===== src/rtl/lcd8080_pattern_engine_pkg.sv =====
// Shared constants for the i8080 test-pattern engine: register decode, pattern modes,
// colour-bar table and RGB565 helpers.
package lcd8080_pkg;

    localparam logic [2:0] A_RES  = 3'd0;
    localparam logic [2:0] A_CTRL = 3'd1;
    localparam logic [2:0] A_PIX  = 3'd2;
    localparam logic [2:0] A_BL   = 3'd3;
    localparam logic [2:0] A_TEST = 3'd4;

    localparam logic [4:0] CTRL_RST = 5'h00;
    localparam logic [4:0] PIX_RST  = 5'h00;
    localparam logic       BL_RST   = 1'b1;
    localparam logic [4:0] TEST_RST = 5'h00;

    typedef enum logic [1:0] {
        M_BARS  = 2'd0,
        M_SOLID = 2'd1,
        M_CHECK = 2'd2,
        M_RAMP  = 2'd3
    } mode_e;

    // black, blue, green, red, white, cyan, magenta, yellow
    localparam logic [15:0] BAR_LUT [0:7] = '{
        16'h0000, 16'h001F, 16'h07E0, 16'hF800,
        16'hFFFF, 16'h07FF, 16'hF81F, 16'hFFE0
    };

    // Same 5-bit level on R, G and B; G gets its sixth bit from the level MSB.
    function automatic logic [15:0] rgb565_grey(input logic [4:0] lvl);
        return {lvl, lvl, lvl[4], lvl};
    endfunction

    function automatic logic [23:0] rgb565_to_888(input logic [15:0] c);
        logic [4:0] r;
        logic [5:0] g;
        logic [4:0] b;
        r = c[15:11];
        g = c[10:5];
        b = c[4:0];
        return {r, r[4:2], g, g[5:4], b, b[4:2]};
    endfunction

endpackage


===== src/rtl/lcd8080_pattern_engine_if.sv =====
// i8080 MCU port plus the byte stream toward the line FIFO.
interface lcd8080_pattern_engine_if;
    logic       J80_RS;
    logic       J80_We;
    logic       J80_Re;
    logic [7:0] J80_Din;
    logic [7:0] J80_Dout;
    logic       J80_Doe;
    logic       FIFO_Full;
    logic       FIFOWe;
    logic [7:0] RGBData;

    modport master (
        output J80_RS, J80_We, J80_Re, J80_Din, FIFO_Full,
        input  J80_Dout, J80_Doe, FIFOWe, RGBData
    );

    modport slave (
        input  J80_RS, J80_We, J80_Re, J80_Din, FIFO_Full,
        output J80_Dout, J80_Doe, FIFOWe, RGBData
    );
endinterface


===== src/rtl/lcd8080_pattern_engine_reg_if.sv =====
// i8080 register port: synchronises the async strobe/data, commits one write per strobe,
// holds CTRL/PIX/BL/TEST and drives the registered readback.
module lcd8080_reg_if
    import lcd8080_pkg::*;
(
    input  logic       CLK,
    input  logic       RST,
    input  logic       J80_RS,
    input  logic       J80_We,
    input  logic       J80_Re,
    input  logic [7:0] J80_Din,
    input  logic       FIFO_Full,
    input  logic [3:0] line_cnt,
    output logic [4:0] ctrl,
    output logic [4:0] pix,
    output logic       bl_en,
    output logic [4:0] test,
    output logic [7:0] J80_Dout,
    output logic       J80_Doe
);

    logic [2:0] we_s;
    logic [1:0] rs_s;
    logic [7:0] din_s1;
    logic [7:0] din_s2;
    logic       wr_commit;

    always_ff @(posedge CLK or posedge RST) begin
        if (RST) begin
            we_s   <= '0;
            rs_s   <= '0;
            din_s1 <= '0;
            din_s2 <= '0;
        end else begin
            we_s   <= {we_s[1:0], J80_We};
            rs_s   <= {rs_s[0], J80_RS};
            din_s1 <= J80_Din;
            din_s2 <= din_s1;
        end
    end

    // we_s[1] is the synchronised strobe, we_s[2] its previous value
    assign wr_commit = we_s[1] & ~we_s[2] & rs_s[1];

    always_ff @(posedge CLK or posedge RST) begin
        if (RST) begin
            ctrl  <= CTRL_RST;
            pix   <= PIX_RST;
            bl_en <= BL_RST;
            test  <= TEST_RST;
        end else if (wr_commit) begin
            case (din_s2[7:5])
                A_RES: begin
                    ctrl  <= CTRL_RST;
                    pix   <= PIX_RST;
                    bl_en <= BL_RST;
                    test  <= TEST_RST;
                end
                A_CTRL:  ctrl  <= din_s2[4:0];
                A_PIX:   pix   <= din_s2[4:0];
                A_BL:    bl_en <= din_s2[0];
                A_TEST:  test  <= din_s2[4:0];
                default: ;
            endcase
        end
    end

    always_ff @(posedge CLK or posedge RST) begin
        if (RST) begin
            J80_Dout <= '0;
        end else if (rs_s[1]) begin
            J80_Dout <= {3'b001, ctrl};
        end else begin
            J80_Dout <= {ctrl[2], ctrl[1:0], FIFO_Full, line_cnt};
        end
    end

    assign J80_Doe = J80_Re & ~J80_We;

endmodule


===== src/rtl/lcd8080_pattern_engine.sv =====
// Test-pattern source: one line of pattern bytes per HSYNC into the downstream line FIFO.
//   state    | meaning
//   S_IDLE   | blanking or disabled, counters cleared
//   S_ACTIVE | emitting one byte per cycle unless FIFO_Full
//   S_DONE   | line complete, waiting for HSYNC
module lcd8080_pattern_engine
    import lcd8080_pkg::*;
#(
    parameter int H_ACTIVE  = 800,
    parameter int BPP_BYTES = 2,
    parameter int N_BARS    = 4,
    parameter int CHK_SHIFT = 4,
    parameter int CNT_W     = 16
)(
    input  logic CLK,
    input  logic RST,
    input  logic HSYNC,
    input  logic VSYNC,
    lcd8080_pattern_engine_if.slave bus,
    output logic LCD_BL
);

    localparam logic [1:0] S_IDLE   = 2'd0;
    localparam logic [1:0] S_ACTIVE = 2'd1;
    localparam logic [1:0] S_DONE   = 2'd2;

    localparam logic [CNT_W-1:0] PIX_LAST   = CNT_W'(H_ACTIVE - 1);
    localparam logic [CNT_W-1:0] BAR_RELOAD = CNT_W'(H_ACTIVE / N_BARS - 1);
    localparam logic [1:0]       LANE_LAST  = 2'(BPP_BYTES - 1);

    logic [4:0]       ctrl;
    logic [4:0]       pix;
    logic [4:0]       test;
    logic             bl_en;
    logic [1:0]       state;
    logic [CNT_W-1:0] pix_cnt;
    logic [1:0]       lane_cnt;
    logic [CNT_W-1:0] bar_left;
    logic [2:0]       bar_idx;
    logic [CNT_W-1:0] line_cnt;
    logic             hsync_d;
    mode_e            mode_q;
    logic [4:0]       pix_q;
    logic [15:0]      color;
    logic [23:0]      rgb888;
    logic [7:0]       byte_val;
    logic             fifo_we_q;
    logic [7:0]       rgb_q;

    lcd8080_reg_if u_reg_if (
        .CLK       (CLK),
        .RST       (RST),
        .J80_RS    (bus.J80_RS),
        .J80_We    (bus.J80_We),
        .J80_Re    (bus.J80_Re),
        .J80_Din   (bus.J80_Din),
        .FIFO_Full (bus.FIFO_Full),
        .line_cnt  (line_cnt[3:0]),
        .ctrl      (ctrl),
        .pix       (pix),
        .bl_en     (bl_en),
        .test      (test),
        .J80_Dout  (bus.J80_Dout),
        .J80_Doe   (bus.J80_Doe)
    );

    always_ff @(posedge CLK or posedge RST) begin
        if (RST) begin
            hsync_d  <= 1'b0;
            line_cnt <= '0;
            LCD_BL   <= BL_RST;
        end else begin
            hsync_d <= HSYNC;
            LCD_BL  <= bl_en;
            if (VSYNC) begin
                line_cnt <= '0;
            end else if (HSYNC && !hsync_d && line_cnt != '1) begin
                line_cnt <= line_cnt + 1'b1;
            end
        end
    end

    always_comb begin
        color = 16'h0000;
        case (mode_q)
            M_BARS:  color = BAR_LUT[bar_idx];
            M_SOLID: color = rgb565_grey(pix_q);
            M_CHECK: color = (pix_cnt[CHK_SHIFT] ^ line_cnt[CHK_SHIFT]) ? 16'hFFFF : 16'h0000;
            M_RAMP:  color = rgb565_grey(pix_cnt[9:5]);
            default: color = 16'h0000;
        endcase

        rgb888   = rgb565_to_888(color);
        byte_val = color[15:8];
        if (BPP_BYTES == 2 && lane_cnt == 2'd1) begin
            byte_val = color[7:0];
        end
        if (BPP_BYTES == 3) begin
            case (lane_cnt)
                2'd0:    byte_val = rgb888[23:16];
                2'd1:    byte_val = rgb888[15:8];
                default: byte_val = rgb888[7:0];
            endcase
        end
        if (test[0]) begin
            byte_val = {test[4:1], test[4:1]};
        end
    end

    // Mode and PIX are captured at line start so register writes land on the next line.
    always_ff @(posedge CLK or posedge RST) begin
        if (RST) begin
            state     <= S_IDLE;
            pix_cnt   <= '0;
            lane_cnt  <= '0;
            bar_left  <= BAR_RELOAD;
            bar_idx   <= '0;
            mode_q    <= M_BARS;
            pix_q     <= '0;
            fifo_we_q <= 1'b0;
            rgb_q     <= '0;
        end else begin
            fifo_we_q <= 1'b0;
            if (HSYNC || VSYNC) begin
                state    <= S_IDLE;
                pix_cnt  <= '0;
                lane_cnt <= '0;
                bar_left <= BAR_RELOAD;
                bar_idx  <= '0;
            end else begin
                case (state)
                    S_IDLE: begin
                        pix_cnt  <= '0;
                        lane_cnt <= '0;
                        bar_left <= BAR_RELOAD;
                        bar_idx  <= '0;
                        if (ctrl[2]) begin
                            state  <= S_ACTIVE;
                            mode_q <= mode_e'(ctrl[1:0]);
                            pix_q  <= pix;
                        end
                    end
                    S_ACTIVE: begin
                        if (!bus.FIFO_Full) begin
                            fifo_we_q <= 1'b1;
                            rgb_q     <= byte_val;
                            if (lane_cnt == LANE_LAST) begin
                                lane_cnt <= '0;
                                pix_cnt  <= pix_cnt + 1'b1;
                                if (bar_left == '0) begin
                                    bar_left <= BAR_RELOAD;
                                    bar_idx  <= bar_idx + 1'b1;
                                end else begin
                                    bar_left <= bar_left - 1'b1;
                                end
                                if (pix_cnt == PIX_LAST) begin
                                    state <= S_DONE;
                                end
                            end else begin
                                lane_cnt <= lane_cnt + 1'b1;
                            end
                        end
                    end
                    S_DONE:  ;
                    default: state <= S_IDLE;
                endcase
            end
        end
    end

    assign bus.FIFOWe  = fifo_we_q;
    assign bus.RGBData = rgb_q;

endmodule


===== src/flat_wrapper.sv =====
// flat-port wrapper written by rule: the top's interface ports become plain ports
module lcd8080_pattern_engine_flat import lcd8080_pkg::*;
#(
    parameter int H_ACTIVE  = 800,
    parameter int BPP_BYTES = 2,
    parameter int N_BARS    = 4,
    parameter int CHK_SHIFT = 4,
    parameter int CNT_W     = 16
)
  (CLK, RST, HSYNC, VSYNC, LCD_BL, bus_J80_RS, bus_J80_We, bus_J80_Re, bus_J80_Din, bus_FIFO_Full, bus_J80_Dout, bus_J80_Doe, bus_FIFOWe, bus_RGBData);
  lcd8080_pattern_engine_if bus_i ();
  input  logic CLK;
  input  logic RST;
  input  logic HSYNC;
  input  logic VSYNC;
  output logic LCD_BL;
  input wire logic [$bits(bus_i.J80_RS)-1:0] bus_J80_RS;
  input wire logic [$bits(bus_i.J80_We)-1:0] bus_J80_We;
  input wire logic [$bits(bus_i.J80_Re)-1:0] bus_J80_Re;
  input wire logic [$bits(bus_i.J80_Din)-1:0] bus_J80_Din;
  input wire logic [$bits(bus_i.FIFO_Full)-1:0] bus_FIFO_Full;
  output wire logic [$bits(bus_i.J80_Dout)-1:0] bus_J80_Dout;
  output wire logic [$bits(bus_i.J80_Doe)-1:0] bus_J80_Doe;
  output wire logic [$bits(bus_i.FIFOWe)-1:0] bus_FIFOWe;
  output wire logic [$bits(bus_i.RGBData)-1:0] bus_RGBData;
  assign bus_i.J80_RS = bus_J80_RS;
  assign bus_i.J80_We = bus_J80_We;
  assign bus_i.J80_Re = bus_J80_Re;
  assign bus_i.J80_Din = bus_J80_Din;
  assign bus_i.FIFO_Full = bus_FIFO_Full;
  assign bus_J80_Dout = bus_i.J80_Dout;
  assign bus_J80_Doe = bus_i.J80_Doe;
  assign bus_FIFOWe = bus_i.FIFOWe;
  assign bus_RGBData = bus_i.RGBData;
  lcd8080_pattern_engine #(.H_ACTIVE(H_ACTIVE), .BPP_BYTES(BPP_BYTES), .N_BARS(N_BARS), .CHK_SHIFT(CHK_SHIFT), .CNT_W(CNT_W)) u_core (.CLK(CLK), .RST(RST), .HSYNC(HSYNC), .VSYNC(VSYNC), .bus(bus_i), .LCD_BL(LCD_BL));
endmodule

===== config.mk =====
export PLATFORM = sky130hd
export DESIGN_NAME = lcd8080_pattern_engine_flat
export DESIGN_NICKNAME = d
export VERILOG_FILES = /design/src/rtl/lcd8080_pattern_engine_pkg.sv /design/src/rtl/lcd8080_pattern_engine_if.sv /design/src/rtl/lcd8080_pattern_engine_reg_if.sv /design/src/rtl/lcd8080_pattern_engine.sv /design/src/flat_wrapper.sv
export SDC_FILE = /design/constraint.sdc
export NUM_CORES = 1
export LEC_CHECK = 0
export ABC_AREA = 0
export BUFFER_PORTS_ARGS = -buffer_cell sky130_fd_sc_hd__buf_2
export CORE_UTILIZATION = 54
export DETAILED_ROUTE_END_ITERATION = 8
export GPL_ROUTABILITY_DRIVEN = 0
export GPL_TIMING_DRIVEN = 1
export PLACE_DENSITY_LB_ADDON = 0.08
export SYNTH_ARGS = -nofsm -noshare
export SYNTH_HDL_FRONTEND = slang
export SYNTH_SLANG_ARGS = --single-unit

===== constraint.sdc =====
create_clock -name CLK -period 3.8 [get_ports CLK]
set_input_delay 0.76 -clock CLK [delete_from_list [all_inputs] [get_ports CLK]]
set_output_delay 0.76 -clock CLK [all_outputs]
set_load 0.02 [all_outputs]

==> results of run 1 <==
[how the worst max path moves through the flow]
| stage | from | depth (start not counted) | slack [ps] | endpoint |
|---|---|---|---|---|
| 2_1_floorplan | VSYNC | 7 | 1550 | u_core.bar_left[8] |
| 3_3_place_gp | VSYNC | 7 | 1330 | u_core.bar_left[13] |
| 3_5_place_dp | VSYNC | 7 | 1290 | u_core.bus.RGBData[5] |
| 4_1_cts | u_core.bar_idx[0] | 6 | 1510 | u_core.bus.RGBData[2] |
| 5_1_grt | u_core.bar_idx[0] | 7 | 1340 | u_core.bus.RGBData[6] |
| 6_report | u_core.bar_idx[0] | 6 | 1510 | u_core.bus.RGBData[5] |
[registers in the layout (all words and copies together), names as in the netlist, 3 cells and up]
| signal | count |
|---|---|
| u_core.u_reg_if.din_s2 | 8 |
| u_core.bar_left | 16 |
| u_core.u_reg_if.ctrl | 5 |
| u_core.pix_q | 5 |
| u_core.u_reg_if.J80_Dout | 8 |
| u_core.u_reg_if.din_s1 | 8 |
| u_core.bar_idx | 3 |
| u_core.u_reg_if.we_s | 3 |
| u_core.line_cnt | 16 |
| u_core.u_reg_if.test | 5 |
| u_core.pix_cnt | 16 |
| u_core.bus.RGBData | 8 |
| u_core.u_reg_if.pix | 5 |
[kinds of logic (layout without fill, tap and decap cells)]
group	after synthesis	count (layout)	share of synthesized area [%]
simple gates	228	228	21.7
mux	15	15	3.04
xor+xnor	20	20	3.25
fa+ha+maj	6	6	1.39
buf+inv	30	78	2.27
compound gates	110	110	13.4
flops	118	118	54.9
[layer usage]
layer	wire length (um)	track usage, %
met1	5290	32.1
met5	0	0
met3	454	8.69
met4	136	8.57
met2	5060	35.3
[cells in the final DEF (no fill, tap or decap), drive strengths merged, types with 8 or more instances in the layout]
master / synthesis / final
inv: 9 / 9
or3: 8 / 8
clkbuf: 15 / 21
a31oi: 9 / 9
dfrtp: 111 / 111
nand4: 8 / 8
nand2: 65 / 65
buf: 6 / 37
a21oi: 18 / 18
nor2: 56 / 56
mux2: 11 / 11
o21ai: 39 / 39
xnor2: 15 / 15
nand3: 13 / 13
nor3: 20 / 20
[where the power goes]
part           switching (mW)  internal (mW)
Combinational           0.115         0.0775
Sequential             0.0671           1.33
Clock                   0.563           1.03
[metrics by stage]
step	instance area (um^2)	total power, mW	hold slack, ps	setup WS (ps)
global placement	5690	1.61	331	1330
floorplan	5390	1.54	331	1550
CTS	6290	3.22	307	1510
detailed placement	5690	1.61	335	1290
finish	6290	3.19	332	1510
global route	6290	3.32	298	1340
[layout make-up]
class / instances / area share [%]
Multi-Input combinational cell: 379 / 36.9
Timing Repair Buffer: 37 / 3.26
Tap cell: 133 / 2.65
Clock buffer: 21 / 7.15
Sequential cell: 118 / 47.1
Inverter: 9 / 0.597
Clock inverter: 11 / 2.37
[worst register-to-register path, delay by kind of cell (launching register included)]
kind / cells / cell delay (ps)
buffers and inverters: 1 / 120
AND/OR/NAND/NOR: 1 / 180
adder cells (fa/ha/maj): 1 / 210
flip-flops: 1 / 430
AO/OA/AOI/OAI: 3 / 1290
==> impl_metrics.py, run 1 <==
metrics = {
    "critical_path": {
        "reg2reg_from": "u_core.bar_idx[0]",
        "critPathTopFamily": "compound AO/OA/AOI/OAI gates",
        "critPathKind": "flop to flop",
        "path_max_fanout": 5,
        "worst_setup_path_end_kind": "flop",
        "cp_cell_sequence": "inv_1 > ha_1 > a2111oi_0 > nor2_1 > a221oi_1 > o22a_1",
        "rrSetupSlack_ps": 1510,
        "cp_slowest_stage_delay_ps": 750,
        "ff2ff_path_depth": 6,
        "r2r_end": "u_core.bus.RGBData[5]",
        "cp-start-kind": "flop",
        "critPathBufInv": 1,
        "crit_slowest_cell": "a2111oi_0",
        "worstPathArrival_ps": 2760,
        "crit_required_ps": 4270,
    },
    "route": {
        "wl_um": 10900,
        "dr.pass1.iters": 4,
        "wl_per_cell_um": 15.5,
        "route.detailed.drc": 0,
        "first_iter_violations": 194,
        "ant_nets": 0,
        "via_per_inst": 5.67,
        "num_vias": 4017,
    },
    "layout": {
        "n_antenna_cell": 0,
        "seq_area_mm2": 0.00296,
        "drive_above_1_share_pct": 17.9,
        "post-route-util_pct": 64.6,
        "fin_cells": 708,
        "filler_cell_count": 804,
        "multi_input_area_mm2": 0.00232,
        "area_growth_pct": 16.6,
        "fin_nets": 584,
    },
    "sta": {
        "tns_ps": 0,
        "relSlewSlack_pct": 44.4,
        "skew_ps": 9.23,
        "hold_viol": 0,
        "min_period_ps": 2290,
        "worst_pin_slew_ps": 813,
        "grt_setup_unrepaired": "false",
        "final.period_utilization_pct": 60.3,
        "clock.fmax_mhz": 436,
        "setup-violations-final": 0,
        "finalMaxSlewViolations": 0,
    },
    "logic_synthesis": {
        "synth_seq_cells": 118,
        "synth_top_cell_by_area": "dfrtp_1",
        "synth_top_flop_cell": "dfrtp_1",
        "async_flop_share_pct": 100,
        "netlist_instances": 527,
        "yosysWarnings": 0,
        "netlist_area_mm2": 0.00539,
        "seq_area_frac_synth_pct": 54.9,
        "ys_top_cells_by_area": "dfrtp_1 52%, nand2_1 4.5%, nor2_1 3.8%",
        "yosysMostFrequentCell": "dfrtp_1",
        "synth.distinct_cells": 59,
        "synthTopCellsByCount": "111 x dfrtp_1, 65 x nand2_1, 55 x nor2_1, 39 x o21ai_0, 20 x nor3_1",
        "synth.avg_cell_area_um2": 10.2,
        "synth-edff-count": 0,
        "syn_nets": 549,
        "synth_top_area_share_pct": 51.5,
    },
    "cts": {
        "post_cts_buffers": 0,
        "cts_tree": "yes",
        "htreeDepth": 4,
        "cts-root-buf": "clkbuf_8",
        "cts.sinks": 118,
        "cts_hold_buf": 0,
        "cts.repair.resized": 0,
        "clk_latency_ps": 530,
        "cts_buffer_depth": 2,
        "cts.clk_slew.worst_paths_ps": 60,
        "cts_made_buffers": 17,
    },
    "die": {
        "initial_core_util_pct": 55.4,
        "die_w_um": 102,
        "ios": 35,
        "fp.dieH_um": 102,
        "row_count": 36,
        "core_area_mm2": 0.00973,
        "dieArea_mm2": 0.0104,
    },
    "global_route": {
        "grt_pass1_wl_um": 18500,
        "grt_max_degree": 119,
        "antenna_found_initial": 0,
        "overflow": 0,
        "track_usage_pct": 23.7,
        "grt_pass1_vias": 3802,
    },
    "status": {
        "outcome": "completed",
    },
    "placed_design": {
        "placedCellCount": 676,
        "io_buffers": 34,
        "dp_hpwl_um": 7390,
    },
    "power": {
        "powerDensity_mw_per_mm2": 507,
        "p_leak_nw": 2.72,
        "peakVddDrop_v": 0.000410,
    },
    "min_path": {
        "holdPathStages": 1,
        "whs_endpoint": "u_core.u_reg_if.din_s1[1]",
        "worstHoldStart": "bus_J80_Din[1]",
        "hold_path_class": "input pin to flop",
    },
    "job": {
        "drv_cap": 0,
    },
}
Power figures use the tool's default switching activity.
==> inputs of run 2 (changes only) <==
--- a/config.mk
+++ b/config.mk
@@ -5,9 +5,9 @@
 export SDC_FILE = /design/constraint.sdc
 export NUM_CORES = 1
 export LEC_CHECK = 0
-export ABC_AREA = 0
+export ABC_AREA = 1
 export BUFFER_PORTS_ARGS = -buffer_cell sky130_fd_sc_hd__buf_2
-export CORE_UTILIZATION = 54
+export CORE_UTILIZATION = 61
 export DETAILED_ROUTE_END_ITERATION = 8
 export GPL_ROUTABILITY_DRIVEN = 0
 export GPL_TIMING_DRIVEN = 1
==> constraint.sdc (replaced) <==
create_clock -name CLK -period 2.13 [get_ports CLK]
set_input_delay 0.426 -clock CLK [delete_from_list [all_inputs] [get_ports CLK]]
set_output_delay 0.426 -clock CLK [all_outputs]
set_load 0.02 [all_outputs]
==> run 2 against run 1 <==
Count of clock-buffer cells in the layout fell by 4. Final cell count rose by 31%. Core utilization rose by 9.0 points. Highest routed layer unchanged. Sequential share of layout area fell by 3.6 points. Hold slack got worse by 310 ps. Non-clock buffer count rose by 12.
==> impl_metrics.py, run 2 <==
metrics = {
    "status": {
        "outcome": "completed",
    },
    "logic_synthesis": {
        "async_flop_share_pct": 100,
        "synth.distinct_cells": 39,
        "seq_area_frac_synth_pct": 50.8,
        "yosysWarnings": 0,
        "synth_seq_cells": 118,
        "netlist_area_mm2": 0.00582,
        "netlist_instances": 729,
        "synthTopCellsByCount": "206 x nand2_1, 111 x dfrtp_1, 106 x nor2_1, 81 x inv_1, 56 x nand3_1",
        "yosysMostFrequentCell": "nand2_1",
        "syn_nets": 751,
        "synth.avg_cell_area_um2": 7.99,
        "synth_top_flop_cell": "dfrtp_1",
        "synth_top_cell_by_area": "dfrtp_1",
        "synth_top_area_share_pct": 47.7,
        "synth-edff-count": 0,
        "ys_top_cells_by_area": "dfrtp_1 48%, nand2_1 13%, nor2_1 6.8%",
    },
    "layout": {
        "n_antenna_cell": 0,
        "post-route-util_pct": 73.6,
        "drive_above_1_share_pct": 14.1,
        "fin_cells": 926,
        "reg_top3": "u_core.bar_left (16), u_core.line_cnt (16), u_core.pix_cnt (16)",
        "area_growth_pct": 16.7,
        "fin_nets": 806,
        "layout_common_cells": "206 x nand2_1, 111 x dfrtp_1, 106 x nor2_1",
        "filler_cell_count": 687,
        "mostFrequentLayoutCell": "nand2_1",
    },
    "die": {
        "row_count": 35,
        "dieArea_mm2": 0.00994,
        "core_area_mm2": 0.00924,
        "fp.dieH_um": 99.7,
        "ios": 35,
        "die_w_um": 99.7,
        "initial_core_util_pct": 63.0,
    },
    "route": {
        "route.detailed.drc": 0,
        "wl_per_cell_um": 13.1,
        "wl_um": 12100,
        "num_vias": 4861,
        "dr.pass1.iters": 5,
        "first_iter_violations": 257,
        "via_per_inst": 5.25,
        "ant_nets": 0,
    },
    "cts": {
        "htreeDepth": 4,
        "post_cts_buffers": 0,
        "cts_made_buffers": 17,
        "cts.sinks": 118,
        "clk_latency_ps": 520,
        "cts_buffer_depth": 2,
        "cts-root-buf": "clkbuf_8",
        "cts.repair.resized": 0,
        "cts.clk_slew.worst_paths_ps": 60,
        "cts_tree": "yes",
    },
    "sta": {
        "relSlewSlack_pct": 66.4,
        "skew_ps": 4.05,
        "tns_ps": 0,
        "final.period_utilization_pct": 85.6,
        "finalMaxSlewViolations": 0,
        "clock.fmax_mhz": 549,
        "setup-violations-final": 0,
        "worst_pin_slew_ps": 503,
        "min_period_ps": 1820,
        "hold_viol": 0,
        "grt_setup_unrepaired": "false",
    },
    "critical_path": {
        "worstPathArrival_ps": 2220,
        "critPathKind": "flop to flop",
        "crit_slowest_cell": "dfstp_2",
        "cp_slowest_stage_delay_ps": 370,
        "cp_cell_sequence": "inv_1 > ha_1 > nand2_1 > nor2_1 > nand2_1 > nand3_1 > nand3_2 > inv_1 > nor2_1",
        "crit_required_ps": 2530,
        "cp-start-kind": "flop",
        "worst_setup_path_end_kind": "flop",
        "path_max_fanout": 15,
    },
    "placed_design": {
        "dp_hpwl_um": 8280,
        "placedCellCount": 884,
        "io_buffers": 34,
    },
    "power": {
        "peakVddDrop_v": 0.000763,
        "p_leak_nw": 3.33,
        "powerDensity_mw_per_mm2": 854,
    },
    "global_route": {
        "grt_pass1_vias": 4757,
        "antenna_found_initial": 0,
        "track_usage_pct": 27.4,
        "grt_max_degree": 83,
        "overflow": 0,
        "grt_pass1_wl_um": 21200,
    },
    "min_path": {
        "hold_path_class": "input pin to flop",
    },
    "job": {
        "drv_cap": 0,
    },
}
==> run 2: metal layers <==
| metal | global-route usage [%] | part of all wire, % |
|---|---|---|
| met1 | 35.2 | 46 |
| met2 | 44.9 | 48 |
| met3 | 8.29 | 4.2 |
| met4 | 8.37 | 1.6 |
| met5 | 0 | 0 |
==> run 2: per-stage QoR <==
step	setup WS, ps	total power [mW]	hold WS [ps]	cell area [um^2]
final	307	5.81	25.5	6800
after global routing	179	6.04	1.44	6800
after CTS	319	5.84	7.72	6800
after detailed placement	282	2.98	335	6100
after global placement	344	2.96	332	6100
after floorplan	268	2.83	331	5830
==> run 2: final timing paths <==
check	startpoint	endpoint	slack, ps	depth (start not counted)
max	u_core.bar_left[0]	u_core.bar_left[4]	310	9
min	bus_J80_We	u_core.u_reg_if.we_s[0]	30	1
max reg2reg	u_core.bar_left[0]	u_core.bar_left[4]	310	9
min reg2reg	u_core.u_reg_if.rs_s[0]	u_core.u_reg_if.rs_s[1]	350	0
max in group asynchronous	RST	u_core.LCD_BL	950	4
min in group asynchronous	RST	u_core.bar_left[12]	440	3
==> run 2: power breakdown <==
group | leakage [nW] | internal (mW) | switching [mW]
clock | 0.291 | 1.72 | 1.13
combinational | 1.50 | 0.154 | 0.327
sequential | 1.55 | 2.39 | 0.0859
total | 3.33 | 4.26 | 1.55
==> run 2: critical path: cells and delay by family (launching register included) <==
kind / cells / cell delay (ps)
fa+ha+maj: 1 / 180
flops: 1 / 370
simple gates: 6 / 810
buf+inv: 2 / 340
==> run 2: kinds of logic after synthesis <==
family,synth area share (%)
adder cells (fa/ha/maj),1.29
XOR/XNOR,1.65
flip-flops,50.8
AO/OA/AOI/OAI,6.10
buffers and inverters,7.41
AND/OR/NAND/NOR,32.7
==> run 2: cell type report <==
class | instances | area [um^2] | area share, %
inverters | 87 | 330 | 4.86
repair buffers | 49 | 320 | 4.71
well taps | 129 | 161 | 2.37
flip-flops and latches | 118 | 2960 | 43.6
clock inverters | 15 | 180 | 2.65
multi-input cells | 511 | 2430 | 35.8
clock buffers | 17 | 414 | 6.09
==> run 2: repair_timing <==
item	CTS	global route
hold buffers	10	0
hold endpoints to repair	20	0
setup endpoints to repair	0	0
